`src/rtl/risc_v_pkg.sv`:
```
// Shared RV32I encoding constants, class codes and loader types.
// Also consumed by the opcode/funct3 control decoder of the core.
package risc_v_pkg;

    localparam logic [6:0] OP_R      = 7'b0110011;
    localparam logic [6:0] OP_IMM    = 7'b0010011;
    localparam logic [6:0] OP_LOAD   = 7'b0000011;
    localparam logic [6:0] OP_STORE  = 7'b0100011;
    localparam logic [6:0] OP_BRANCH = 7'b1100011;
    localparam logic [6:0] OP_JAL    = 7'b1101111;
    localparam logic [6:0] OP_JALR   = 7'b1100111;
    localparam logic [6:0] OP_LUI    = 7'b0110111;
    localparam logic [6:0] OP_AUIPC  = 7'b0010111;

    localparam logic [3:0] CLS_R      = 4'd0;
    localparam logic [3:0] CLS_I_ALU  = 4'd1;
    localparam logic [3:0] CLS_LOAD   = 4'd2;
    localparam logic [3:0] CLS_STORE  = 4'd3;
    localparam logic [3:0] CLS_BRANCH = 4'd4;
    localparam logic [3:0] CLS_JAL    = 4'd5;
    localparam logic [3:0] CLS_JALR   = 4'd6;
    localparam logic [3:0] CLS_LUI    = 4'd7;
    localparam logic [3:0] CLS_AUIPC  = 4'd8;

    localparam logic [2:0] F3_ADD  = 3'b000;
    localparam logic [2:0] F3_SLL  = 3'b001;
    localparam logic [2:0] F3_SLT  = 3'b010;
    localparam logic [2:0] F3_SLTU = 3'b011;
    localparam logic [2:0] F3_XOR  = 3'b100;
    localparam logic [2:0] F3_SR   = 3'b101;
    localparam logic [2:0] F3_OR   = 3'b110;
    localparam logic [2:0] F3_AND  = 3'b111;
    localparam logic [2:0] F3_JALR = 3'b000;

    typedef enum logic [1:0] {
        ST_IDLE,
        ST_RUN,
        ST_FULL
    } ld_state_t;

    typedef struct packed {
        logic        valid;
        logic        imm_err;
        logic        illegal;
        logic [31:0] word;
    } ld_s1_t;

    // True when bits [31:msb] are all equal, i.e. v fits a signed (msb+1)-bit field.
    function automatic logic imm_fits(input logic [31:0] v, input int unsigned msb);
        logic [31:0] m;
        m = 32'hFFFF_FFFF << msb;
        return ((v & m) == m) || ((v & m) == 32'h0);
    endfunction

endpackage

```
`src/rtl/instr_field_pack.sv`:
```
// Combinational RV32I packer: instruction class plus fields to a 32-bit word,
// with immediate range/alignment and legality flags.
module instr_field_pack
    import risc_v_pkg::*;
(
    input  logic [3:0]  i_class,
    input  logic [2:0]  i_funct3,
    input  logic        i_f7b5,
    input  logic [4:0]  i_rd,
    input  logic [4:0]  i_rs1,
    input  logic [4:0]  i_rs2,
    input  logic [31:0] i_imm,
    output logic [31:0] o_word,
    output logic        o_imm_err,
    output logic        o_illegal
);

    logic w_shift;
    logic w_i_ok;

    assign w_shift = (i_funct3 == F3_SLL) || (i_funct3 == F3_SR);
    assign w_i_ok  = imm_fits(i_imm, 11);

    always_comb begin
        o_word    = 32'h0;
        o_imm_err = 1'b0;
        o_illegal = 1'b0;
        case (i_class)
            CLS_R: begin
                o_word = {1'b0, i_f7b5, 5'b0, i_rs2, i_rs1,
                          i_funct3, i_rd, OP_R};
            end
            CLS_I_ALU: begin
                if (w_shift) begin
                    // slli has no arithmetic variant, srli/srai share f3
                    o_illegal = (i_funct3 == F3_SLL) & i_f7b5;
                    o_imm_err = |i_imm[31:5];
                    o_word    = {1'b0, i_f7b5, 5'b0, i_imm[4:0], i_rs1,
                                 i_funct3, i_rd, OP_IMM};
                end else begin
                    o_imm_err = ~w_i_ok;
                    o_word    = {i_imm[11:0], i_rs1, i_funct3, i_rd, OP_IMM};
                end
            end
            CLS_LOAD: begin
                o_imm_err = ~w_i_ok;
                o_word    = {i_imm[11:0], i_rs1, i_funct3, i_rd, OP_LOAD};
            end
            CLS_STORE: begin
                o_imm_err = ~w_i_ok;
                o_word    = {i_imm[11:5], i_rs2, i_rs1, i_funct3,
                             i_imm[4:0], OP_STORE};
            end
            CLS_BRANCH: begin
                o_imm_err = ~imm_fits(i_imm, 12) | i_imm[0];
                o_word    = {i_imm[12], i_imm[10:5], i_rs2, i_rs1, i_funct3,
                             i_imm[4:1], i_imm[11], OP_BRANCH};
            end
            CLS_JAL: begin
                o_imm_err = ~imm_fits(i_imm, 20) | i_imm[0];
                o_word    = {i_imm[20], i_imm[10:1], i_imm[11], i_imm[19:12],
                             i_rd, OP_JAL};
            end
            CLS_JALR: begin
                o_imm_err = ~w_i_ok;
                o_word    = {i_imm[11:0], i_rs1, F3_JALR, i_rd, OP_JALR};
            end
            CLS_LUI: begin
                o_imm_err = |i_imm[11:0];
                o_word    = {i_imm[31:12], i_rd, OP_LUI};
            end
            CLS_AUIPC: begin
                o_imm_err = |i_imm[11:0];
                o_word    = {i_imm[31:12], i_rd, OP_AUIPC};
            end
            default: begin
                o_illegal = 1'b1;
            end
        endcase
    end

endmodule

```
`src/rtl/instr_encoder_loader.sv`:
```
// Accepts field-level instruction requests, encodes them and writes the
// words sequentially into instruction memory through a one-stage pipeline.
module instr_encoder_loader
    import risc_v_pkg::*;
#(
    parameter int          ADDR_W    = 6,
    parameter logic [31:0] BASE_ADDR = 32'h0040_0000
)
(
    input  logic              clk,
    input  logic              rst_n,
    input  logic              clear,
    input  logic              in_valid,
    output logic              in_ready,
    input  logic [3:0]        in_class,
    input  logic [2:0]        in_funct3,
    input  logic              in_f7b5,
    input  logic [4:0]        in_rd,
    input  logic [4:0]        in_rs1,
    input  logic [4:0]        in_rs2,
    input  logic [31:0]       in_imm,
    output logic              mem_we,
    output logic [31:0]       mem_addr,
    output logic [31:0]       mem_wdata,
    output logic [ADDR_W:0]   count,
    output logic              full,
    output logic              err_illegal,
    output logic              err_imm
);

    localparam logic [ADDR_W:0] C_DEPTH = {1'b1, {ADDR_W{1'b0}}};
    localparam logic [ADDR_W:0] C_LAST  = {1'b0, {ADDR_W{1'b1}}};

    logic [31:0]     w_word;
    logic            w_imm_err;
    logic            w_illegal;

    ld_state_t       r_state;
    ld_state_t       w_state_nxt;
    ld_s1_t          r_s1;
    logic [ADDR_W:0] r_count;
    logic            r_err_imm;
    logic            r_err_illegal;

    logic            w_full;
    logic            w_wr;
    logic            w_last;
    logic            w_ready;
    logic            w_accept;
    logic [31:0]     w_ptr_byte;

    instr_field_pack u_pack (
        .i_class   (in_class),
        .i_funct3  (in_funct3),
        .i_f7b5    (in_f7b5),
        .i_rd      (in_rd),
        .i_rs1     (in_rs1),
        .i_rs2     (in_rs2),
        .i_imm     (in_imm),
        .o_word    (w_word),
        .o_imm_err (w_imm_err),
        .o_illegal (w_illegal)
    );

    assign w_full     = (r_count == C_DEPTH);
    assign w_wr       = r_s1.valid & ~r_s1.imm_err & ~r_s1.illegal
                      & ~clear & ~w_full;
    assign w_last     = w_wr & (r_count == C_LAST);
    assign w_accept   = in_valid & w_ready;
    assign w_ptr_byte = 32'(r_count[ADDR_W-1:0]) << 2;

    // The word filling the last slot blocks acceptance so nothing overflows.
    always_comb begin
        w_state_nxt = r_state;
        w_ready     = 1'b0;
        unique case (r_state)
            ST_IDLE: begin
                w_state_nxt = ST_RUN;
            end
            ST_RUN: begin
                w_ready = ~w_full & ~clear & ~w_last;
                if (w_last) begin
                    w_state_nxt = ST_FULL;
                end
            end
            ST_FULL: begin
                if (clear) begin
                    w_state_nxt = ST_RUN;
                end
            end
            default: begin
                w_state_nxt = ST_IDLE;
            end
        endcase
    end

    always_ff @(posedge clk or negedge rst_n) begin
        if (!rst_n) begin
            r_state       <= ST_IDLE;
            r_s1          <= '0;
            r_count       <= '0;
            r_err_imm     <= 1'b0;
            r_err_illegal <= 1'b0;
        end else begin
            r_state <= w_state_nxt;
            if (clear) begin
                r_s1.valid    <= 1'b0;
                r_count       <= '0;
                r_err_imm     <= 1'b0;
                r_err_illegal <= 1'b0;
            end else begin
                r_s1.valid <= w_accept;
                if (w_accept) begin
                    r_s1.word    <= w_word;
                    r_s1.imm_err <= w_imm_err;
                    r_s1.illegal <= w_illegal;
                end
                if (w_wr) begin
                    r_count <= r_count + 1'b1;
                end
                if (r_s1.valid & r_s1.imm_err) begin
                    r_err_imm <= 1'b1;
                end
                if (r_s1.valid & r_s1.illegal) begin
                    r_err_illegal <= 1'b1;
                end
            end
        end
    end

    assign in_ready    = w_ready;
    assign mem_we      = w_wr;
    assign mem_addr    = w_wr ? (BASE_ADDR + w_ptr_byte) : 32'h0;
    assign mem_wdata   = w_wr ? r_s1.word : 32'h0;
    assign count       = r_count;
    assign full        = w_full;
    assign err_illegal = r_err_illegal;
    assign err_imm     = r_err_imm;

endmodule
```
`config.mk`:
```
export PLATFORM = sky130hd
export DESIGN_NAME = instr_encoder_loader
export DESIGN_NICKNAME = d
export VERILOG_FILES = /design/src/rtl/risc_v_pkg.sv /design/src/rtl/instr_field_pack.sv /design/src/rtl/instr_encoder_loader.sv
export SDC_FILE = /design/constraint.sdc
export NUM_CORES = 1
export LEC_CHECK = 0
export CAP_MARGIN = 20
export CORE_ASPECT_RATIO = 1.2
export CORE_MARGIN = 8
export CORE_UTILIZATION = 44
export CTS_BUF_LIST = sky130_fd_sc_hd__clkbuf_4 sky130_fd_sc_hd__clkbuf_8 sky130_fd_sc_hd__clkbuf_16
export DETAILED_ROUTE_END_ITERATION = 7
export PLACE_DENSITY_LB_ADDON = 0.05
export SETUP_SLACK_MARGIN = 0.15
export SYNTH_ARGS = -nofsm -noshare
export SYNTH_HDL_FRONTEND = slang
export SYNTH_SLANG_ARGS = --single-unit
```
`constraint.sdc`:
```
create_clock -name clk -period 2.8 [get_ports clk]
set_input_delay 0.84 -clock clk [delete_from_list [all_inputs] [get_ports clk]]
set_output_delay 0.84 -clock clk [all_outputs]
set_load 0.005 [all_outputs]
```
==> run_results.csv <==
group,metric,value,unit
outcome,status,"finished with violations",
outcome,violations,"setup timing",
sta,setup_tns,-4.80,ns
sta,fin_hold_ws,0.408,ns
finish,fillCellCount,607,
synth,ys_seq_elements,45,
synth,synth_area_per_cell,8.39,sq um
placement,dp_slack,-0.524,ns
clock_tree,clockRootBuffer,"clkbuf_8",
worst_setup_path,reg2reg_to,"r_s1[7]",
synth,synth_ff_type,"dfrtp_1",
global_routing,grt_antenna_before_repair,0,
clock_tree,cts_made_buffers,5,
synth,async_flop_share,100,%
global_routing,grt_pass1_wl,18100,um
worst_setup_path,crit_slowest_cell,"or3b_4",
sta,drv_slew,0,
sta,worst_slack,-0.159,ns
sta,rsz0062_at_grt,"yes",
clock_tree,holdBufCountCts,0,
sta,finalCritPeriodShare,106,%
power,p_leak,0.00232,uW
floorplan,dieArea,10400,sq um
synth,ys_types,56,
placement,port_buffers,109,
detailed_routing,totalWireLength,12000,um
power,power_density,313,nW/um^2
worst_setup_path,worst-path-max-fanout,6,
synth,syn_area,3260,sq um
global_routing,grt_max_degree,26,
detailed_routing,wire_per_inst,19.0,um
worst_setup_path,path_cells,"or3b_4, a311oi_4, buf_6, buf_12, buf_6, buf_12, and2_4, buf_6",
synth,ys_warn_count,0,
clock_tree,clock-sinks,45,
sta,setup-violations-final,40,
worst_setup_path,critPathKind,"reg -> out",
worst_setup_path,r2r_start,"r_s1[32]",
detailed_routing,viasPerCell,5.55,
floorplan,core_area,7230,sq um
worst_setup_path,cp_num_buf_inv,5,
run,drv_cap,0,
clock_tree,clkTransAtPathRegs,0.09,ns
detailed_routing,via_count,3510,
global_routing,gr-usage-all-layers,22.1,%
worst_setup_path,end_kind,"primary output",
detailed_routing,detail-route-antenna-nets,0,
floorplan,initial_core_util,45.1,%
finish,num_antenna_cells,0,
finish,nets,602,
synth,synth_edf_count,0,
clock_tree,htreeDepth,2,
worst_setup_path,path_delay_family,"simple AND/OR/NAND/NOR gates",
clock_tree,cts_tree,"yes",
synth,yosysSeqAreaShare,34.5,%
finish,drive_gt1_share,29.9,%
floorplan,fp.dieH,110,um
min_path,min_path_type,"in -> async",
worst_setup_path,reg2reg_depth,8,
sta,clock_skew,0.00579,ns
sta,max_freq,338,MHz
detailed_routing,drt_iter0_drc,172,
global_routing,first_global_vias,3547,
global_routing,grt_overflow,0,
floorplan,rows,34,
clock_tree,clockBufferDepth,2,
placement,place.gp.congestion,0.881,
detailed_routing,post-route-drc-count,0,
worst_setup_path,critPathRequiredTime,1.96,ns
floorplan,io_pins,135,
power,irDropWorstVdd,0.000233,V
placement,hpwl,8160,um
worst_setup_path,crit_top_cell,"buf_6",
worst_setup_path,critPathLaunchType,"register",
worst_setup_path,cp.arrival,2.12,ns
sta,final_hold_viol_count,0,
finish,most-common-layout-cells,"clkdlybuf4s50_1, buf_4, dfrtp_1, buf_6, nand2_1",
worst_setup_path,regToRegSetupSlack,0.46,ns
sta,post-route-min-period,2.96,ns
worst_setup_path,cpPeakStageDelay,0.44,ns
floorplan,die_x,94.6,um
clock_tree,clk_latency,0.30,ns
detailed_routing,drtPass1Iterations,5,
synth,netlist_instances,389,
finish,area_growth,58.0,%
finish,layout_commonest_cell,"clkdlybuf4s50_1",
==> stage by stage <==
stage / cells / total power, uW / instance area [sq um] / utilization, %
2_1_floorplan: 413 / 953 / 3350 / -
6_report: 632 / 1610 / 5150 / 71.3
4_1_cts: 627 / 1600 / 4970 / 68.7
5_1_grt: 632 / 1690 / 5150 / 71.3
3_5_place_dp: 600 / 1150 / 4560 / 63.0
3_3_place_gp: 600 / 1140 / 4560 / 63.0
==> sequential cells by signal, indices dropped and copies added (netlist names) <==
| register | cells |
|---|---|
| err_illegal | 1 |
| count | 7 |
| r_state | 2 |
| err_imm | 1 |
| r_s1 | 34 |
==> power breakdown <==
group          internal, uW  total [uW]  switching [uW]
logic                   241         461             221
registers               704         736            32.8
clock network           177         417             239
==> logic make-up after synthesis <==
group | count (synthesis) | share of synthesized area (%)
buffers and inverters | 55 | 9.90
muxes | 13 | 4.03
adders and majority gates | 2 | 0.767
other | 1 | 0.115
AOI/OAI and AO/OA | 112 | 23.5
xor gates and xnor gates | 7 | 1.88
DFF | 45 | 34.5
and+or+nand+nor | 154 | 25.3
==> routing by layer <==
metal	share of wire [%]	routed length [um]	global-route usage (%)	vias up
met1	38	4600	25.2	1676
met2	53	6320	40.0	150
met4	3.4	411	8.94	0
li1	-	-	-	1658
met3	5.5	660	3.46	26
met5	0	0	0	-
==> synthesized netlist by cell type (2+ instances only) <==
master,count,area share (%)
or3_1,3,0.58
o21ai_0,16,2.5
inv_1,4,0.46
ha_1,2,0.77
o21ai_2,2,0.54
nand4_1,6,1.2
a211oi_1,6,1.4
nor2_1,22,2.5
nand2b_1,7,1.3
xnor2_1,3,0.81
nand2_1,37,4.3
nor2b_1,11,2.1
dfrtp_1,45,35
nand3_1,7,1.1
nor3_1,4,0.61
clkbuf_1,13,1.5
o22ai_1,8,1.5
xor2_1,4,1.1
a221oi_1,5,1.3
o21ai_1,7,1.1
buf_4,27,6.2
a22o_1,10,2.7
buf_1,4,0.46
nor4_1,8,1.5
mux2i_1,12,3.7
nor3b_1,3,0.69
a21oi_1,25,3.8
buf_2,5,0.77
a21o_1,2,0.46
o31ai_1,2,0.46
a22oi_1,18,4.1
and2_1,37,7.1
==> area by class of cell <==
class	count	area, sq um	share of cell area [%]
inverters	4	15.0	0.291
repair buffers	172	1780	34.5
clock buffers	5	68.8	1.33
multi-input cells	313	2030	39.4
clock inverters	3	21.3	0.413
flip-flops and latches	45	1130	21.8
well taps	90	113	2.18
==> what timing repair did <==
| item | 4_1_cts | 5_1_grt |
|---|---|---|
| setup endpoints to repair | 42 | 42 |
| pin swaps | 35 | 8 |
| gates resized for setup | 220 | 34 |
| cloned | 6 | 0 |
| buffers inserted | 13 | 5 |
==> worst max-delay path by stage <==
| stage | from | to | depth (start not counted) |
|---|---|---|---|
| floorplan | r_s1[33] | mem_wdata[1] | 5 |
| global placement | clear | mem_wdata[1] | 5 |
| detailed placement | clear | mem_addr[2] | 5 |
| CTS | r_s1[32] | mem_wdata[0] | 8 |
| global route | r_s1[32] | mem_wdata[14] | 8 |
| finish | r_s1[32] | mem_wdata[0] | 8 |
Note: power is estimated with default switching activity, not from simulation.
